--- src/rtl/dram_arbiter_41464_if.sv ---
// Requester-side bundle for one port of the 41464 DRAM arbiter.
// The requester drives master; the arbiter consumes slave.
interface dram_arbiter_41464_if #(
    parameter int DATA_W = 16
);
    logic              req;
    logic              we;
    logic [15:0]       addr;
    logic [DATA_W-1:0] wdata;
    logic              ack;

    modport master (
        output req,
        output we,
        output addr,
        output wdata,
        input  ack
    );

    modport slave (
        input  req,
        input  we,
        input  addr,
        input  wdata,
        output ack
    );
endinterface

--- src/rtl/dram_arbiter_41464.sv ---
// Arbiter and strobe sequencer for a 41464 DRAM bank.
// Refresh beats DMA beats CPU at every IDLE decision point.
module dram_arbiter_41464 #(
    parameter int DATA_W  = 16,
    parameter int T_RCD   = 2,
    parameter int T_CAS   = 2,
    parameter int T_RP    = 3,
    parameter int REF_INT = 110
) (
    input  logic                clk_i,
    input  logic                rst_n_i,
    dram_arbiter_41464_if.slave dma_if,
    dram_arbiter_41464_if.slave cpu_if,
    output logic [7:0]          dram_a_o,
    output logic                ras_n_o,
    output logic                cas_n_o,
    output logic                we_n_o,
    output logic                oe_n_o,
    output logic [DATA_W-1:0]   dq_o,
    output logic                dq_oe_o,
    input  logic [DATA_W-1:0]   dq_i,
    output logic [DATA_W-1:0]   rdata_o
);
    localparam int CW = 8;
    localparam int TW = $clog2(REF_INT);

    localparam logic [CW-1:0] RCD_LAST = CW'(T_RCD - 1);
    localparam logic [CW-1:0] CAS_LAST = CW'(T_CAS - 1);
    localparam logic [CW-1:0] RP_LAST  = CW'(T_RP - 1);
    localparam logic [CW-1:0] REF_LAST = CW'(T_RCD + T_CAS - 1);
    localparam logic [TW-1:0] TMR_LAST = TW'(REF_INT - 1);

    localparam logic [2:0] S_IDLE = 3'd0;
    localparam logic [2:0] S_RAS  = 3'd1;
    localparam logic [2:0] S_CAS  = 3'd2;
    localparam logic [2:0] S_PRE  = 3'd3;
    localparam logic [2:0] S_REF  = 3'd4;

    logic [2:0]        state_q, state_d;
    logic [CW-1:0]     cnt_q, cnt_d;
    logic              gnt_cpu_q, gnt_cpu_d;
    logic              acc_we_q, acc_we_d;
    logic [7:0]        col_q, col_d;
    logic              ras_n_q, ras_n_d;
    logic              cas_n_q, cas_n_d;
    logic              we_n_q, we_n_d;
    logic              oe_n_q, oe_n_d;
    logic              dq_oe_q, dq_oe_d;
    logic [DATA_W-1:0] dq_q, dq_d;
    logic [7:0]        dram_a_q, dram_a_d;
    logic [DATA_W-1:0] rdata_q, rdata_d;
    logic              dma_ack_q, dma_ack_d;
    logic              cpu_ack_q, cpu_ack_d;
    logic [TW-1:0]     tmr_q, tmr_d;
    logic [7:0]        ref_row_q, ref_row_d;
    logic              ref_pend_q, ref_pend_d;

    logic              sel_cpu;
    logic              sel_we;
    logic [15:0]       sel_addr;
    logic [DATA_W-1:0] sel_wdata;

    // Port mux: DMA wins whenever it is requesting.
    always_comb begin
        sel_cpu   = !dma_if.req;
        sel_we    = sel_cpu ? cpu_if.we    : dma_if.we;
        sel_addr  = sel_cpu ? cpu_if.addr  : dma_if.addr;
        sel_wdata = sel_cpu ? cpu_if.wdata : dma_if.wdata;
    end

    // Next-state logic for the sequencer, refresh timer and outputs.
    always_comb begin
        state_d    = state_q;
        cnt_d      = cnt_q;
        gnt_cpu_d  = gnt_cpu_q;
        acc_we_d   = acc_we_q;
        col_d      = col_q;
        ras_n_d    = ras_n_q;
        cas_n_d    = cas_n_q;
        we_n_d     = we_n_q;
        oe_n_d     = oe_n_q;
        dq_oe_d    = dq_oe_q;
        dq_d       = dq_q;
        dram_a_d   = dram_a_q;
        rdata_d    = rdata_q;
        dma_ack_d  = 1'b0;
        cpu_ack_d  = 1'b0;
        ref_row_d  = ref_row_q;
        ref_pend_d = ref_pend_q;
        tmr_d      = (tmr_q == TMR_LAST) ? '0 : tmr_q + 1'b1;

        case (state_q)
            S_IDLE: begin
                cnt_d = '0;
                if (ref_pend_q) begin
                    state_d    = S_REF;
                    dram_a_d   = ref_row_q;
                    ras_n_d    = 1'b0;
                    ref_row_d  = ref_row_q + 8'd1;
                    ref_pend_d = 1'b0;
                end else if (dma_if.req || cpu_if.req) begin
                    state_d   = S_RAS;
                    gnt_cpu_d = sel_cpu;
                    acc_we_d  = sel_we;
                    col_d     = sel_addr[7:0];
                    dram_a_d  = sel_addr[15:8];
                    dq_d      = sel_wdata;
                    ras_n_d   = 1'b0;
                    // Early write: _WE and the bus go active with _RAS.
                    we_n_d    = !sel_we;
                    dq_oe_d   = sel_we;
                end
            end
            S_RAS: begin
                cnt_d = cnt_q + 1'b1;
                if (cnt_q == RCD_LAST) begin
                    state_d  = S_CAS;
                    cnt_d    = '0;
                    dram_a_d = col_q;
                    cas_n_d  = 1'b0;
                    oe_n_d   = acc_we_q;
                end
            end
            S_CAS: begin
                cnt_d = cnt_q + 1'b1;
                if (cnt_q == CAS_LAST) begin
                    state_d = S_PRE;
                    cnt_d   = '0;
                    if (!acc_we_q) begin
                        rdata_d = dq_i;
                    end
                    cpu_ack_d = gnt_cpu_q;
                    dma_ack_d = !gnt_cpu_q;
                    ras_n_d   = 1'b1;
                    cas_n_d   = 1'b1;
                    we_n_d    = 1'b1;
                    oe_n_d    = 1'b1;
                    dq_oe_d   = 1'b0;
                end
            end
            S_REF: begin
                cnt_d = cnt_q + 1'b1;
                if (cnt_q == REF_LAST) begin
                    state_d = S_PRE;
                    cnt_d   = '0;
                    ras_n_d = 1'b1;
                end
            end
            S_PRE: begin
                cnt_d = cnt_q + 1'b1;
                if (cnt_q == RP_LAST) begin
                    state_d = S_IDLE;
                    cnt_d   = '0;
                end
            end
            default: begin
                state_d = S_IDLE;
                cnt_d   = '0;
            end
        endcase

        // A timer wrap always leaves a refresh pending, even on a REF entry.
        if (tmr_q == TMR_LAST) begin
            ref_pend_d = 1'b1;
        end
    end

    // State and registered outputs, synchronous active-low reset.
    always_ff @(posedge clk_i) begin
        if (!rst_n_i) begin
            state_q    <= S_IDLE;
            cnt_q      <= '0;
            gnt_cpu_q  <= 1'b0;
            acc_we_q   <= 1'b0;
            col_q      <= '0;
            ras_n_q    <= 1'b1;
            cas_n_q    <= 1'b1;
            we_n_q     <= 1'b1;
            oe_n_q     <= 1'b1;
            dq_oe_q    <= 1'b0;
            dq_q       <= '0;
            dram_a_q   <= '0;
            rdata_q    <= '0;
            dma_ack_q  <= 1'b0;
            cpu_ack_q  <= 1'b0;
            tmr_q      <= '0;
            ref_row_q  <= '0;
            ref_pend_q <= 1'b0;
        end else begin
            state_q    <= state_d;
            cnt_q      <= cnt_d;
            gnt_cpu_q  <= gnt_cpu_d;
            acc_we_q   <= acc_we_d;
            col_q      <= col_d;
            ras_n_q    <= ras_n_d;
            cas_n_q    <= cas_n_d;
            we_n_q     <= we_n_d;
            oe_n_q     <= oe_n_d;
            dq_oe_q    <= dq_oe_d;
            dq_q       <= dq_d;
            dram_a_q   <= dram_a_d;
            rdata_q    <= rdata_d;
            dma_ack_q  <= dma_ack_d;
            cpu_ack_q  <= cpu_ack_d;
            tmr_q      <= tmr_d;
            ref_row_q  <= ref_row_d;
            ref_pend_q <= ref_pend_d;
        end
    end

    assign dma_if.ack = dma_ack_q;
    assign cpu_if.ack = cpu_ack_q;
    assign dram_a_o   = dram_a_q;
    assign ras_n_o    = ras_n_q;
    assign cas_n_o    = cas_n_q;
    assign we_n_o     = we_n_q;
    assign oe_n_o     = oe_n_q;
    assign dq_o       = dq_q;
    assign dq_oe_o    = dq_oe_q;
    assign rdata_o    = rdata_q;
endmodule

--- src/flat_wrapper.sv ---
// flat-port wrapper written by rule: the top's interface ports become plain ports
module dram_arbiter_41464_flat 
#(
    parameter int DATA_W  = 16,
    parameter int T_RCD   = 2,
    parameter int T_CAS   = 2,
    parameter int T_RP    = 3,
    parameter int REF_INT = 110
)
  (clk_i, rst_n_i, dram_a_o, ras_n_o, cas_n_o, we_n_o, oe_n_o, dq_o, dq_oe_o, dq_i, rdata_o, dma_if_req, dma_if_we, dma_if_addr, dma_if_wdata, dma_if_ack, cpu_if_req, cpu_if_we, cpu_if_addr, cpu_if_wdata, cpu_if_ack);
  dram_arbiter_41464_if #(.DATA_W(DATA_W)) dma_if_i ();
  dram_arbiter_41464_if #(.DATA_W(DATA_W)) cpu_if_i ();
  input  logic clk_i;
  input  logic rst_n_i;
  output logic [7:0] dram_a_o;
  output logic ras_n_o;
  output logic cas_n_o;
  output logic we_n_o;
  output logic oe_n_o;
  output logic [DATA_W-1:0] dq_o;
  output logic dq_oe_o;
  input  logic [DATA_W-1:0] dq_i;
  output logic [DATA_W-1:0] rdata_o;
  input wire logic [$bits(dma_if_i.req)-1:0] dma_if_req;
  input wire logic [$bits(dma_if_i.we)-1:0] dma_if_we;
  input wire logic [$bits(dma_if_i.addr)-1:0] dma_if_addr;
  input wire logic [$bits(dma_if_i.wdata)-1:0] dma_if_wdata;
  output wire logic [$bits(dma_if_i.ack)-1:0] dma_if_ack;
  input wire logic [$bits(cpu_if_i.req)-1:0] cpu_if_req;
  input wire logic [$bits(cpu_if_i.we)-1:0] cpu_if_we;
  input wire logic [$bits(cpu_if_i.addr)-1:0] cpu_if_addr;
  input wire logic [$bits(cpu_if_i.wdata)-1:0] cpu_if_wdata;
  output wire logic [$bits(cpu_if_i.ack)-1:0] cpu_if_ack;
  assign dma_if_i.req = dma_if_req;
  assign dma_if_i.we = dma_if_we;
  assign dma_if_i.addr = dma_if_addr;
  assign dma_if_i.wdata = dma_if_wdata;
  assign dma_if_ack = dma_if_i.ack;
  assign cpu_if_i.req = cpu_if_req;
  assign cpu_if_i.we = cpu_if_we;
  assign cpu_if_i.addr = cpu_if_addr;
  assign cpu_if_i.wdata = cpu_if_wdata;
  assign cpu_if_ack = cpu_if_i.ack;
  dram_arbiter_41464 #(.DATA_W(DATA_W), .T_RCD(T_RCD), .T_CAS(T_CAS), .T_RP(T_RP), .REF_INT(REF_INT)) u_core (.clk_i(clk_i), .rst_n_i(rst_n_i), .dma_if(dma_if_i), .cpu_if(cpu_if_i), .dram_a_o(dram_a_o), .ras_n_o(ras_n_o), .cas_n_o(cas_n_o), .we_n_o(we_n_o), .oe_n_o(oe_n_o), .dq_o(dq_o), .dq_oe_o(dq_oe_o), .dq_i(dq_i), .rdata_o(rdata_o));
endmodule
--- config.mk ---
export PLATFORM = sky130hd
export DESIGN_NAME = dram_arbiter_41464_flat
export DESIGN_NICKNAME = d
export VERILOG_FILES = /design/src/rtl/dram_arbiter_41464_if.sv /design/src/rtl/dram_arbiter_41464.sv /design/src/flat_wrapper.sv
export SDC_FILE = /design/constraint.sdc
export NUM_CORES = 1
export LEC_CHECK = 0
export ABC_AREA = 1
export ABC_CLOCK_PERIOD_IN_PS = 1300
export BUFFER_PORTS_ARGS = -buffer_cell sky130_fd_sc_hd__buf_2
export CAP_MARGIN = 20
export CORE_MARGIN = 3
export CORE_UTILIZATION = 30
export CTS_BUF_LIST = sky130_fd_sc_hd__clkbuf_4
export DETAILED_ROUTE_END_ITERATION = 8
export SLEW_MARGIN = 20
export SYNTH_ARGS = -nofsm -noshare
export SYNTH_HDL_FRONTEND = slang
export SYNTH_SLANG_ARGS = --single-unit
--- constraint.sdc ---
create_clock -name clk_i -period 1.3 [get_ports clk_i]
set_input_delay 0.13 -clock clk_i [delete_from_list [all_inputs] [get_ports clk_i]]
set_output_delay 0.13 -clock clk_i [all_outputs]
set_load 0.01 [all_outputs]
==> flow_summary.yaml <==
status:
  outcome: "finished with violations"
  violations: "negative setup slack"
setup_path:
  cp-start-kind: "flop"
  crit_path_max_fanout: 7
  cp.required_ps: 1670
  timing.reg2reg.setup_slack_ps: -150
  rr_startpoint: "u_core.state_q[2]$_SDFFE_PN0P_"
  critPathCaptureType: "flop"
  r2r-end: "u_core.cnt_q[4]$_SDFF_PN0_"
  path_class: "reg -> reg"
  reg2regPathDepth: 7
  cp.arrival_ps: 1820
layout:
  final_util_pct: 53.0
  layout.cells.non_filler: 958
  fin_area_sq_mm: 0.00672
  fin_nets: 873
  drive_gt1_share_pct: 42.7
  n_antenna_cell: 0
  area_delta_synth_final_pct: 71.9
run:
  maxCapViolCount: 0
pwr:
  power_mw: 9.82
  vdd_drop_max_uv: 962
  leakage_nw: 2.98
  powerDensity_mw_per_mm2: 1460
worst_hold_path:
  min_path_cells: 4
  worst_hold_path.endpoint: "u_core.we_n_o$_SDFFE_PN1P_"
  hp-start: "rst_n_i"
  min_path_type: "in -> reg"
detailed_routing:
  dr.pass1.iters: 6
  routed_wl_microns: 13800
  drcViolationCount: 0
  dr_total_vias: 4642
  wl_per_cell_microns: 14.5
  vias_per_cell: 4.85
  drt_iter0_drc: 148
  ant_nets: 0
clock_tree:
  clkTransAtPathRegs_ps: 130
  clock_sinks: 84
  htreeDepth: 3
  cts_tree: "done"
  clock_path_buffers: 2
  root_buffer: "clkbuf_4"
  cts_buffers: 9
  worstSkewPairLatency_ps: 460
die:
  rows: 41
  initial_core_util_pct: 30.8
  ioPinCount: 133
  fp.dieArea_sq_mm: 0.0144
  coreArea_sq_mm: 0.0127
  dieHeight_microns: 120
  fp.dieW_microns: 120
logic_synthesis:
  syn_nets: 616
  synth_area_sq_mm: 0.00391
  ys_seq_area_share_pct: 43.0
  synth_top_area_share_pct: 43.0
  syn-instance-count: 524
  avgSynthCellArea_sq_um: 7.46
  synth_cell_types: 37
  synth_top_area_cell: "dfxtp_1"
  synth_warnings: 0
  synth-seq-cells: 84
  synthTopCellsByArea: "dfxtp_1 (43%), nand2_1 (12%), o21ai_0 (5.9%), a21oi_1 (4.9%), inv_1 (4.7%)"
place:
  gp_congestion: 0.840
  dp_slack_ps: -179
  dp_cells: 845
  dp_hpwl_microns: 8190
  placed_area_sq_mm: 0.00497
  portBuffers: 132
timing:
  fin_setup_tns_ps: -5980
  fin_ws_ps: -150
  min_period_over_period_pct: 112
  slew_headroom_pct: 68.8
  hold_violations: 0
  whs_ps: 58.8
  finalMaxSlewViolations: 0
  setup_violations: 62
  max_freq_ghz: 0.690
  clock_skew_ps: 20.2
  grt_setup_unrepaired: "true"
  fin_crit_ps: 1450
  worst_pin_slew_ps: 467
global_routing:
  grt_overflow_total: 0
  grt_max_degree: 33
  grt.total_usage_pct: 18.1
  antenna_found_initial: 0
  grt_pass1_vias: 4551
  grt_pass1_wl_microns: 21100
## timing repair
action / 4_1_cts / 5_1_grt
cloned: 1 / 5
hold endpoints to repair: 43 / 1
endpoints found under the setup margin: 64 / 79
hold buffers: 65 / 1
pin swaps: 24 / 25
buffers inserted: 10 / 16
resized for setup: 88 / 95
## sequential cells by signal, summed over array words and instances, names as in the netlist, 3 cells and up
name and cells:
u_core.dq_o 16, u_core.rdata_o 16, u_core.cnt_q 8, u_core.col_q 8
u_core.dram_a_o 8, u_core.ref_row_q 8, u_core.tmr_q 7, u_core.state_q 3
## cell usage after synthesis (all sizes together)
cell	n
nor3b	4
nand4	6
nor4	2
dfxtp	84
o21a	1
and3	1
inv	51
nand3	29
nor2	49
o21ai	53
nor3	5
buf	18
nand2	130
o211ai	5
a31oi	25
xor2	3
a211oi	1
clkbuf	7
ha	6
a21oi	39
o21bai	1
o22ai	2
xnor2	2
## worst max-delay path, stage by stage, from the launching register on
cell,delay (ps)
dfxtp_2,390
inv_4,60
nor3_4,300
buf_6,160
o21ai_4,60
nand3_4,120
nand2_8,100
nor3b_2,170
## layout make-up
cell class / instances / area (sq um)
inverters: 51 / 211
clock buffers: 9 / 67.6
well taps: 172 / 215
multi-input cells: 365 / 2340
flip-flops and latches: 84 / 1710
fillers: 1130 / 5950
repair buffers: 270 / 2060
clock inverters: 7 / 115
## power breakdown
group | internal, mW | leakage (nW) | switching [mW]
clock | 0.966 | 0.0936 | 0.954
sequential | 3.05 | 0.693 | 0.327
combinational | 2.22 | 2.19 | 2.31
## metal layers
metal / global-route usage [%] / wire length, microns / vias to the layer above
met5: 0 / 0 / -
met4: 7.80 / 318 / 0
met3: 5.56 / 1100 / 30
met2: 32.2 / 7110 / 190
met1: 19.9 / 5310 / 2181
li1: - / - / 2241
## placed cells by master (no fill, tap or decap), types with 7 or more instances in the layout
cell           Yosys  layout
nand3_1           25      17
nand3_4            0       7
buf_6              8      19
buf_4              1      43
inv_1             49      40
nand2_2            4       8
nand2_1          122     110
a31oi_1           25      25
clkbuf_4           0       9
o21ai_1            5      15
nor2_4             2      15
a21oi_1           38      32
buf_2              9     132
dfxtp_2            0       7
nand2_4            4      11
nor2_2             4       7
dlygate4sd3_1      0      66
dfxtp_1           84      73
o21ai_2            1      19
o21ai_0           46      16
nor2_1            42      27
## cells by family (layout without fill, tap and decap cells)
family	Yosys count	after routing	synth area share, %
AO/OA/AOI/OAI	127	127	18.1
XOR/XNOR	5	5	1.12
adder cells (fa/ha/maj)	6	6	1.92
buffers and inverters	76	337	9.22
flip-flops	84	84	43.0
AND/OR/NAND/NOR	226	227	26.6
## worst max path at each step
stage | startpoint | to | slack, ps | depth (start not counted)
final | u_core.state_q[2]$_SDFFE_PN0P_ | u_core.cnt_q[4]$_SDFF_PN0_ | -150 | 7
after global routing | u_core.state_q[2]$_SDFFE_PN0P_ | u_core.col_q[1]$_SDFFE_PN0P_ | -220 | 9
after CTS | u_core.state_q[2]$_SDFFE_PN0P_ | u_core.cnt_q[2]$_SDFF_PN0_ | -100 | 6
after detailed placement | u_core.state_q[0]$_SDFFE_PN0P_ | u_core.cnt_q[2]$_SDFF_PN0_ | -180 | 5
after global placement | u_core.state_q[0]$_SDFFE_PN0P_ | u_core.cnt_q[4]$_SDFF_PN0_ | -150 | 5
after floorplan | u_core.state_q[1]$_SDFFE_PN0P_ | u_core.col_q[0]$_SDFFE_PN0P_ | -40 | 8
No activity file was read; power rests on OpenSTA's default activity.
